**config.mk**
```make
export PLATFORM = sky130hd
export DESIGN_NAME = mux2_1_rr_arbiter_flat
export DESIGN_NICKNAME = d
export VERILOG_FILES = /design/src/rtl/mux2_1_rr_arbiter_pkg.sv /design/src/rtl/mux2_1_rr_arbiter_if.sv /design/src/rtl/mux2_1_rr_arbiter_outreg.sv /design/src/rtl/mux2_1_rr_arbiter.sv /design/src/flat_wrapper.sv
export SDC_FILE = /design/constraint.sdc
export NUM_CORES = 1
export LEC_CHECK = 0
export BUFFER_PORTS_ARGS = -buffer_cell sky130_fd_sc_hd__buf_2
export CAP_MARGIN = 25
export CORE_AREA = 10 10 47 49
export DETAILED_ROUTE_END_ITERATION = 8
export DIE_AREA = 0 0 57 59
export PLACE_DENSITY = 0.66
export SYNTH_ARGS = -nofsm -noshare
export SYNTH_HDL_FRONTEND = slang
export SYNTH_SLANG_ARGS = --single-unit
```
**constraint.sdc**
```tcl
create_clock -name clk -period 1.45 [get_ports clk]
set_input_delay 0.0725 -clock clk [delete_from_list [all_inputs] [get_ports clk]]
set_output_delay 0.0725 -clock clk [all_outputs]
set_load 0.02 [all_outputs]
```
**src/rtl/mux2_1_rr_arbiter_pkg.sv**
```systemverilog
// mux_arb_pkg: shared state encoding, lane ids and default sizes for the 2:1 round-robin mux
package mux_arb_pkg;
  typedef enum logic [1:0] {IDLE, SERVE0, SERVE1} state_t;
  localparam logic LANE0 = 1'b0;
  localparam logic LANE1 = 1'b1;
  localparam int DEF_DATA_W = 2;
  localparam int DEF_MAX_BURST = 4;
endpackage

```
**src/rtl/mux2_1_rr_arbiter_if.sv**
```systemverilog
// mux2_1_rr_arbiter_if: two valid/ready request lanes plus the shared registered output channel
interface mux2_1_rr_arbiter_if import mux_arb_pkg::*; #(parameter int DATA_W = DEF_DATA_W);
  logic valid0, ready0, valid1, ready1, out_valid, out_ready, lane_out;
  logic [DATA_W-1:0] data_in0, data_in1, data_out;
  modport master (
    output valid0, data_in0, valid1, data_in1, out_ready,
    input ready0, ready1, out_valid, data_out, lane_out
  );
  modport slave (
    input valid0, data_in0, valid1, data_in1, out_ready,
    output ready0, ready1, out_valid, data_out, lane_out
  );
endinterface

```
**src/rtl/mux2_1_rr_arbiter_outreg.sv**
```systemverilog
// mux_arb_outreg: one-entry output register; holds its word until downstream takes it
module mux_arb_outreg import mux_arb_pkg::*; #(
  parameter int DATA_W = DEF_DATA_W
) (
  input  logic              clk,
  input  logic              reset,
  input  logic              load,
  input  logic              lane,
  input  logic [DATA_W-1:0] data,
  input  logic              out_ready,
  output logic              out_valid,
  output logic [DATA_W-1:0] data_out,
  output logic              lane_out,
  output logic              can_accept
);
  assign can_accept = !out_valid || out_ready;
  always_ff @(posedge clk) begin
    if (reset) begin
      out_valid <= 1'b0;
      data_out  <= '0;
      lane_out  <= LANE0;
    end else if (load) begin
      out_valid <= 1'b1;
      data_out  <= data;
      lane_out  <= lane;
    end else if (out_ready) begin
      out_valid <= 1'b0;
    end
  end
endmodule

```
**src/rtl/mux2_1_rr_arbiter.sv**
```systemverilog
// mux2_1_rr_arbiter: round-robin 2:1 mux with bounded bursts feeding a registered output channel
module mux2_1_rr_arbiter import mux_arb_pkg::*; #(
  parameter int DATA_W    = DEF_DATA_W,
  parameter int MAX_BURST = DEF_MAX_BURST
) (
  input logic                clk,
  input logic                reset,
  mux2_1_rr_arbiter_if.slave bus
);
  localparam int CNT_W = $clog2(MAX_BURST + 1);
  localparam logic [CNT_W-1:0] MAX_CNT = CNT_W'(MAX_BURST);
  state_t state, state_nxt;
  logic [CNT_W-1:0] burst_cnt, cnt_nxt;
  logic last_lane, can_accept, expired, pick1, g1, load, lane_sel, same_lane, idle_go;
  logic [DATA_W-1:0] data_sel;
  always_ff @(posedge clk) begin
    if (reset) begin
      state     <= IDLE;
      burst_cnt <= '0;
      last_lane <= LANE1;
    end else begin
      state     <= state_nxt;
      burst_cnt <= cnt_nxt;
      if (load) last_lane <= lane_sel;
    end
  end
  // burst_cnt saturates at MAX_CNT, so "expired" stays true until the other lane wins
  always_comb begin
    expired   = burst_cnt >= MAX_CNT;
    idle_go   = can_accept && !bus.valid0 && !bus.valid1;
    same_lane = lane_sel ? (state == SERVE1) : (state == SERVE0);
    state_nxt = load ? (lane_sel ? SERVE1 : SERVE0) : idle_go ? IDLE : state;
    cnt_nxt   = load ? (same_lane ? (expired ? MAX_CNT : burst_cnt + 1'b1) : CNT_W'(1))
              : idle_go ? '0 : burst_cnt;
  end
  always_comb begin
    pick1      = (state == IDLE) ? (last_lane == LANE0) : (state == SERVE1) ? !expired : expired;
    g1         = bus.valid1 && (!bus.valid0 || pick1);
    bus.ready1 = !reset && can_accept && g1;
    bus.ready0 = !reset && can_accept && bus.valid0 && !g1;
    load       = bus.ready0 || bus.ready1;
    lane_sel   = bus.ready1 ? LANE1 : LANE0;
    data_sel   = bus.ready1 ? bus.data_in1 : bus.data_in0;
  end
  mux_arb_outreg #(.DATA_W(DATA_W)) u_outreg (
    .clk        (clk),
    .reset      (reset),
    .load       (load),
    .lane       (lane_sel),
    .data       (data_sel),
    .out_ready  (bus.out_ready),
    .out_valid  (bus.out_valid),
    .data_out   (bus.data_out),
    .lane_out   (bus.lane_out),
    .can_accept (can_accept)
  );
endmodule

```
**src/flat_wrapper.sv**
```systemverilog
// flat-port wrapper written by rule: the top's interface ports become plain ports
module mux2_1_rr_arbiter_flat import mux_arb_pkg::*;
#(
  parameter int DATA_W    = DEF_DATA_W,
  parameter int MAX_BURST = DEF_MAX_BURST
)
  (clk, reset, bus_valid0, bus_data_in0, bus_valid1, bus_data_in1, bus_out_ready, bus_ready0, bus_ready1, bus_out_valid, bus_data_out, bus_lane_out);
  mux2_1_rr_arbiter_if #(.DATA_W(DATA_W)) bus_i ();
  input logic clk;
  input logic reset;
  input wire logic [$bits(bus_i.valid0)-1:0] bus_valid0;
  input wire logic [$bits(bus_i.data_in0)-1:0] bus_data_in0;
  input wire logic [$bits(bus_i.valid1)-1:0] bus_valid1;
  input wire logic [$bits(bus_i.data_in1)-1:0] bus_data_in1;
  input wire logic [$bits(bus_i.out_ready)-1:0] bus_out_ready;
  output wire logic [$bits(bus_i.ready0)-1:0] bus_ready0;
  output wire logic [$bits(bus_i.ready1)-1:0] bus_ready1;
  output wire logic [$bits(bus_i.out_valid)-1:0] bus_out_valid;
  output wire logic [$bits(bus_i.data_out)-1:0] bus_data_out;
  output wire logic [$bits(bus_i.lane_out)-1:0] bus_lane_out;
  assign bus_i.valid0 = bus_valid0;
  assign bus_i.data_in0 = bus_data_in0;
  assign bus_i.valid1 = bus_valid1;
  assign bus_i.data_in1 = bus_data_in1;
  assign bus_i.out_ready = bus_out_ready;
  assign bus_ready0 = bus_i.ready0;
  assign bus_ready1 = bus_i.ready1;
  assign bus_out_valid = bus_i.out_valid;
  assign bus_data_out = bus_i.data_out;
  assign bus_lane_out = bus_i.lane_out;
  mux2_1_rr_arbiter #(.DATA_W(DATA_W), .MAX_BURST(MAX_BURST)) u_core (.clk(clk), .reset(reset), .bus(bus_i));
endmodule
```
After elaboration in Yosys (flattened, before gate mapping)
Cells that the tools add are included.
- register bits after elaboration: 10
- bits of input ports: 9
- add/subtract/negate cells: 1
- magnitude comparators: 1
- equal/unequal tests: 2
- muxes and demuxes: 14
- bitwise operators: 1
- reductions and logical operators: 19
- operators by type and width (cell ; number):
    $mux W3 ; 4
    $mux W2 ; 4
    $logic_and A1 B1 Y1 ; 7
    $logic_not A1 Y1 ; 6
    $mux W1 ; 6
    $reduce_bool A2 Y1 ; 2
    $add A3 B1 Y3 const B ; 1
    $ge A3 B3 Y1 const B ; 1
    $logic_or A1 B1 Y1 ; 3
    $eq A2 B1 Y1 const B ; 1
    $eq A2 B2 Y1 const B ; 1
    $logic_not A2 Y1 ; 1
    $not A1 Y1 ; 1

Depth between registers and ports, before layout
- word-level depth: 11
- mapped depth: 5
- gate-level depth less buffers: 4

Modules after synthesis
Synthesis repeated with hierarchy kept, for this count alone.
- cells, all modules: 67
- area, all modules: 591.8 um^2
- by module, submodules not included (module ; times used ; cells an instance ; area each (um^2) ; seq. area each (um^2)):
    mux2_1_rr_arbiter ; 1 ; 54 ; 455.4 ; 120.1
    mux_arb_outreg ; 1 ; 13 ; 136.4 ; 80.1

Worst setup path after synthesis
OpenSTA, ideal clock, no wires.
- kind: flip-flop to output port
- start point: register u_core.state[1]
- end point: output port bus_ready1
- arrival time: 1296 ps
- slack: 81 ps
- cell stages (with the launch flop): 4
- buffers on the path: 0
- path through: dfxtp_1 -> mux2i_1 -> o311ai_4 -> nor3_1
- cells in the longest elaborated chain, start to end: 6
- elaborated cells between the ends (all ways): 7
- classes of those cells: eq/ne (1); mux (2); reduce/logical (4)
- RTL lines (item ; RTL line ; RTL):
    start: declaration ; mux2_1_rr_arbiter.sv:12 ; state_t state, state_nxt;
    start signal: assignment ; mux2_1_rr_arbiter.sv:22 ; state <= state_nxt;
    $eq A2 B2 Y1 ; mux2_1_rr_arbiter.sv:37 ; pick1 = (state == IDLE) ? (last_lane == LANE0) : (state == SERVE1) ? !expired : expired;
    $mux W1 ; mux2_1_rr_arbiter.sv:37 ;
    $mux W1 (*) ; mux2_1_rr_arbiter.sv:37 ;
    $logic_or A1 B1 Y1 (*) ; mux2_1_rr_arbiter.sv:38 ; g1 = bus.valid1 && (!bus.valid0 || pick1);
    $logic_and A1 B1 Y1 (*) ; mux2_1_rr_arbiter.sv:38 ;
    $logic_and A1 B1 Y1 (*) ; mux2_1_rr_arbiter.sv:39 ; bus.ready1 = !reset && can_accept && g1;
    end: declaration ; flat_wrapper.sv:17 ; output wire logic [$bits(bus_i.ready1)-1:0] bus_ready1;
Mark *: on every way between the ends. The rest lies on a longest branch, timed or not.

Worst setup path in the final report
- start point: register u_core.state[1]
- end point: output port bus_ready0
- cells in the longest elaborated chain, start to end: 7
- elaborated cells between the ends (all ways): 8
- classes of those cells: eq/ne (1); mux (2); reduce/logical (5)
- RTL lines (item ; RTL line ; RTL):
    $eq A2 B2 Y1 ; mux2_1_rr_arbiter.sv:37 ;
    $mux W1 ; mux2_1_rr_arbiter.sv:37 ;
    $mux W1 (*) ; mux2_1_rr_arbiter.sv:37 ;
    $logic_or A1 B1 Y1 (*) ; mux2_1_rr_arbiter.sv:38 ;
    $logic_and A1 B1 Y1 (*) ; mux2_1_rr_arbiter.sv:38 ;
    $logic_not A1 Y1 (*) ; mux2_1_rr_arbiter.sv:40 ; bus.ready0 = !reset && can_accept && bus.valid0 && !g1;
    $logic_and A1 B1 Y1 (*) ; mux2_1_rr_arbiter.sv:40 ;
    end: declaration ; flat_wrapper.sv:16 ; output wire logic [$bits(bus_i.ready0)-1:0] bus_ready0;
Marked as above.

==> results.py <==
metrics = {
    "sta": {
        "finalCritPeriodShare_pct": 101,
        "worst_slew_pin_slew_ns": 0.404,
        "skew_ns": 0.00622,
        "finalWorstSetupSlack_ns": -0.0100,
        "rsz0062_at_grt": "true",
        "fin_crit_ns": 1.46,
        "hold_viol_final": 0,
        "drv_slew": 0,
        "clock.fmax_mhz": 685,
        "setup-violations-final": 1,
        "max-slew-margin-rel_pct": 72.9,
    },
    "clock_network": {
        "cts_made_buffers": 3,
        "clockRootBuffer": "clkbuf_4",
        "htree_num_levels": 1,
        "cts_tree": "built",
        "clk_pin_slew_ns": 0.07,
        "clock_sinks": 10,
        "clkLatencyLatePin_ns": 0.27,
        "cts_hold_buf": 0,
        "cts_buffer_depth": 2,
    },
    "finish": {
        "fin_cells": 98,
        "final_util_pct": 50.7,
        "syn2layout_area_growth_pct": 26.8,
        "fin_nets": 95,
        "antenna_cells": 0,
        "drive_gt1_share_pct": 40.2,
        "fill_cells": 150,
        "fin_area_um2": 711,
    },
    "min_path": {
        "hp-start": "bus_data_in0[0]",
        "hp-class": "in2reg",
    },
    "place": {
        "gp_congestion": 0.795,
        "placed_cell_area_um2": 652,
        "io_buffers": 14,
        "place_inst": 93,
        "preCtsSetupSlack_ns": 0.142,
        "dpl.hpwl_um": 925,
    },
    "route": {
        "drtPass1Iterations": 1,
        "wire_per_inst_um": 13.1,
        "drc": 0,
        "vias": 501,
        "ant_nets": 0,
        "vias_per_cell": 5.11,
        "wl_um": 1290,
        "initialDrtViolationCount": 0,
    },
    "floorplan": {
        "initial_core_util_pct": 40.0,
        "die-area_um2": 3360,
        "placementRows": 14,
        "die_x_um": 57,
        "design.core.area_um2": 1400,
        "ios": 15,
        "die_y_um": 59,
    },
    "logic_synthesis": {
        "synthArstFlopShare_pct": 0,
        "yosysTopAreaCell": "dfxtp_1",
        "synth_top_cell_area_share_pct": 35.7,
        "synthTopCellsByArea": "dfxtp_1 36%, nand2_1 6.0%, o311ai_4 4.7%",
        "ys_ff_latch": 10,
        "synth_cell_types": 31,
        "synth_common_cells": "10 x dfxtp_1, 9 x nand2_1, 4 x a21oi_1, 4 x inv_1",
        "syn-mean-instance-area_um2": 8.76,
        "yosys.cell_count.top_type": "dfxtp_1",
        "yosysWarnings": 0,
        "syn_nets": 75,
        "synth_edf_count": 0,
        "ys.flop_type": "dfxtp_1",
        "netlist_area_um2": 561,
        "syn_inst": 64,
        "yosysSeqAreaShare_pct": 35.7,
    },
    "setup_path": {
        "critical-path-max-stage-delay_ns": 0.33,
        "crit_family": "flip-flops",
        "path_cells": "mux2i_2, o311ai_4, and3_4, buf_6",
        "cp.buffers_inverters": 1,
        "crit_required_ns": 1.38,
        "cp.arrival_ns": 1.39,
        "slowest_stage": "dfxtp_2",
        "crit_path_end_kind": "primary output",
        "cp_max_fo": 3,
        "startpoint_type": "flop",
        "r2r-start": "u_core.state[1]$_SDFFE_PP0P_",
        "crit_start": "u_core.state[1]$_SDFFE_PP0P_",
        "critPathKind": "reg2out",
    },
    "pwr": {
        "powerDensity_nw_per_um2": 922,
        "fin_total_pwr_mw": 0.655,
        "peakVddDrop_mv": 0.488,
        "power_leakage_nw": 0.306,
    },
    "global_routing": {
        "grt_antenna_before_repair": 0,
        "grt_start_max_net_pins": 13,
        "grt_overflow": 0,
        "grt_pass1_wl_um": 2150,
        "grt_pass1_vias": 482,
        "track_usage_pct": 8.19,
    },
    "job": {
        "max_cap_viol_count": 0,
    },
    "outcome": {
        "status": "finished, violations left",
        "violations": "negative setup slack",
    },
}
## routing by layer
metal  vias up  part of all wire [%]  track usage, %
li1        264                     -               -
met1       224                    43            8.61
met2         8                    48            12.7
met3         5                   5.7            3.00
met4         0                   3.6            7.05
met5         -                     0               0
## layout make-up
type | instances | area [um^2] | area share, %
clock buffer | 3 | 22.5 | 3.17
inverter | 4 | 15.0 | 2.11
multi-input combinational | 47 | 339 | 47.7
sequential | 10 | 205 | 28.9
tap | 16 | 20.0 | 2.82
timing repair buffer | 18 | 109 | 15.3
## path summary, 6_finish.rpt
path | endpoint | slack [ns] | depth (start not counted)
hold reg to reg | u_core.burst_cnt[1]$_SDFFE_PP0P_ | 0.48 | 2
hold / removal | u_core.u_outreg.data_out[0]$_SDFFE_PP0P_ | 0.03 | 3
setup / recovery | bus_ready0 | -0.01 | 4
setup reg to reg | u_core.u_outreg.data_out[0]$_SDFFE_PP0P_ | 0.13 | 6
## logic make-up after synthesis
family                     synth area share, %
and+or+nand+nor                           29.5
AOI/OAI and AO/OA                         23.4
DFF                                       35.7
buffers and inverters                     5.13
adders and majority gates                 4.46
muxes                                     1.79
## placed cells by master, fill, tap and decap left out, types with 2 or more instances in the layout
master / count
buf_4: 5
clkbuf_4: 3
o221ai_1: 2
nor2_1: 3
nor2b_1: 2
ha_1: 2
a21oi_2: 3
nand2_1: 9
o21ai_0: 2
dfxtp_1: 8
a21oi_1: 4
buf_2: 12
nand2b_1: 3
inv_1: 4
## tightest hold or removal path, cell delays in order
cell and delay (ns):
buf_2 0.08, nand3_1 0.05, o221ai_1 0.06
## per-stage QoR
step,hold slack [ns],TNS [ns]
floorplan,0.212,0
global placement,0.308,0
detailed placement,0.307,0
CTS,0.0265,-0.0292
global route,0.0465,-0.0484
finish,0.0275,-0.0100
## power by group
part | switching (mW) | total (mW) | leakage [nW] | internal (mW)
Combinational | 0.0827 | 0.152 | 0.208 | 0.0694
Sequential | 0.0137 | 0.306 | 0.0837 | 0.293
Clock | 0.100 | 0.197 | 0.0138 | 0.0962
## sequential cells by signal, indices dropped and copies added (netlist names)
signal and count:
u_core.u_outreg.lane_out 1, u_core.u_outreg.out_valid 1, u_core.last_lane 1, u_core.state 2, u_core.burst_cnt 3, u_core.u_outreg.data_out 2
## timing repair
item                       in CTS  in global routing
setup endpoints to repair       2                  2
resized for setup               7                  1
hold endpoints to repair        0                  0
pin swaps                       3                  2
buffers inserted                2                  0
(Power assumes the default switching activity.)
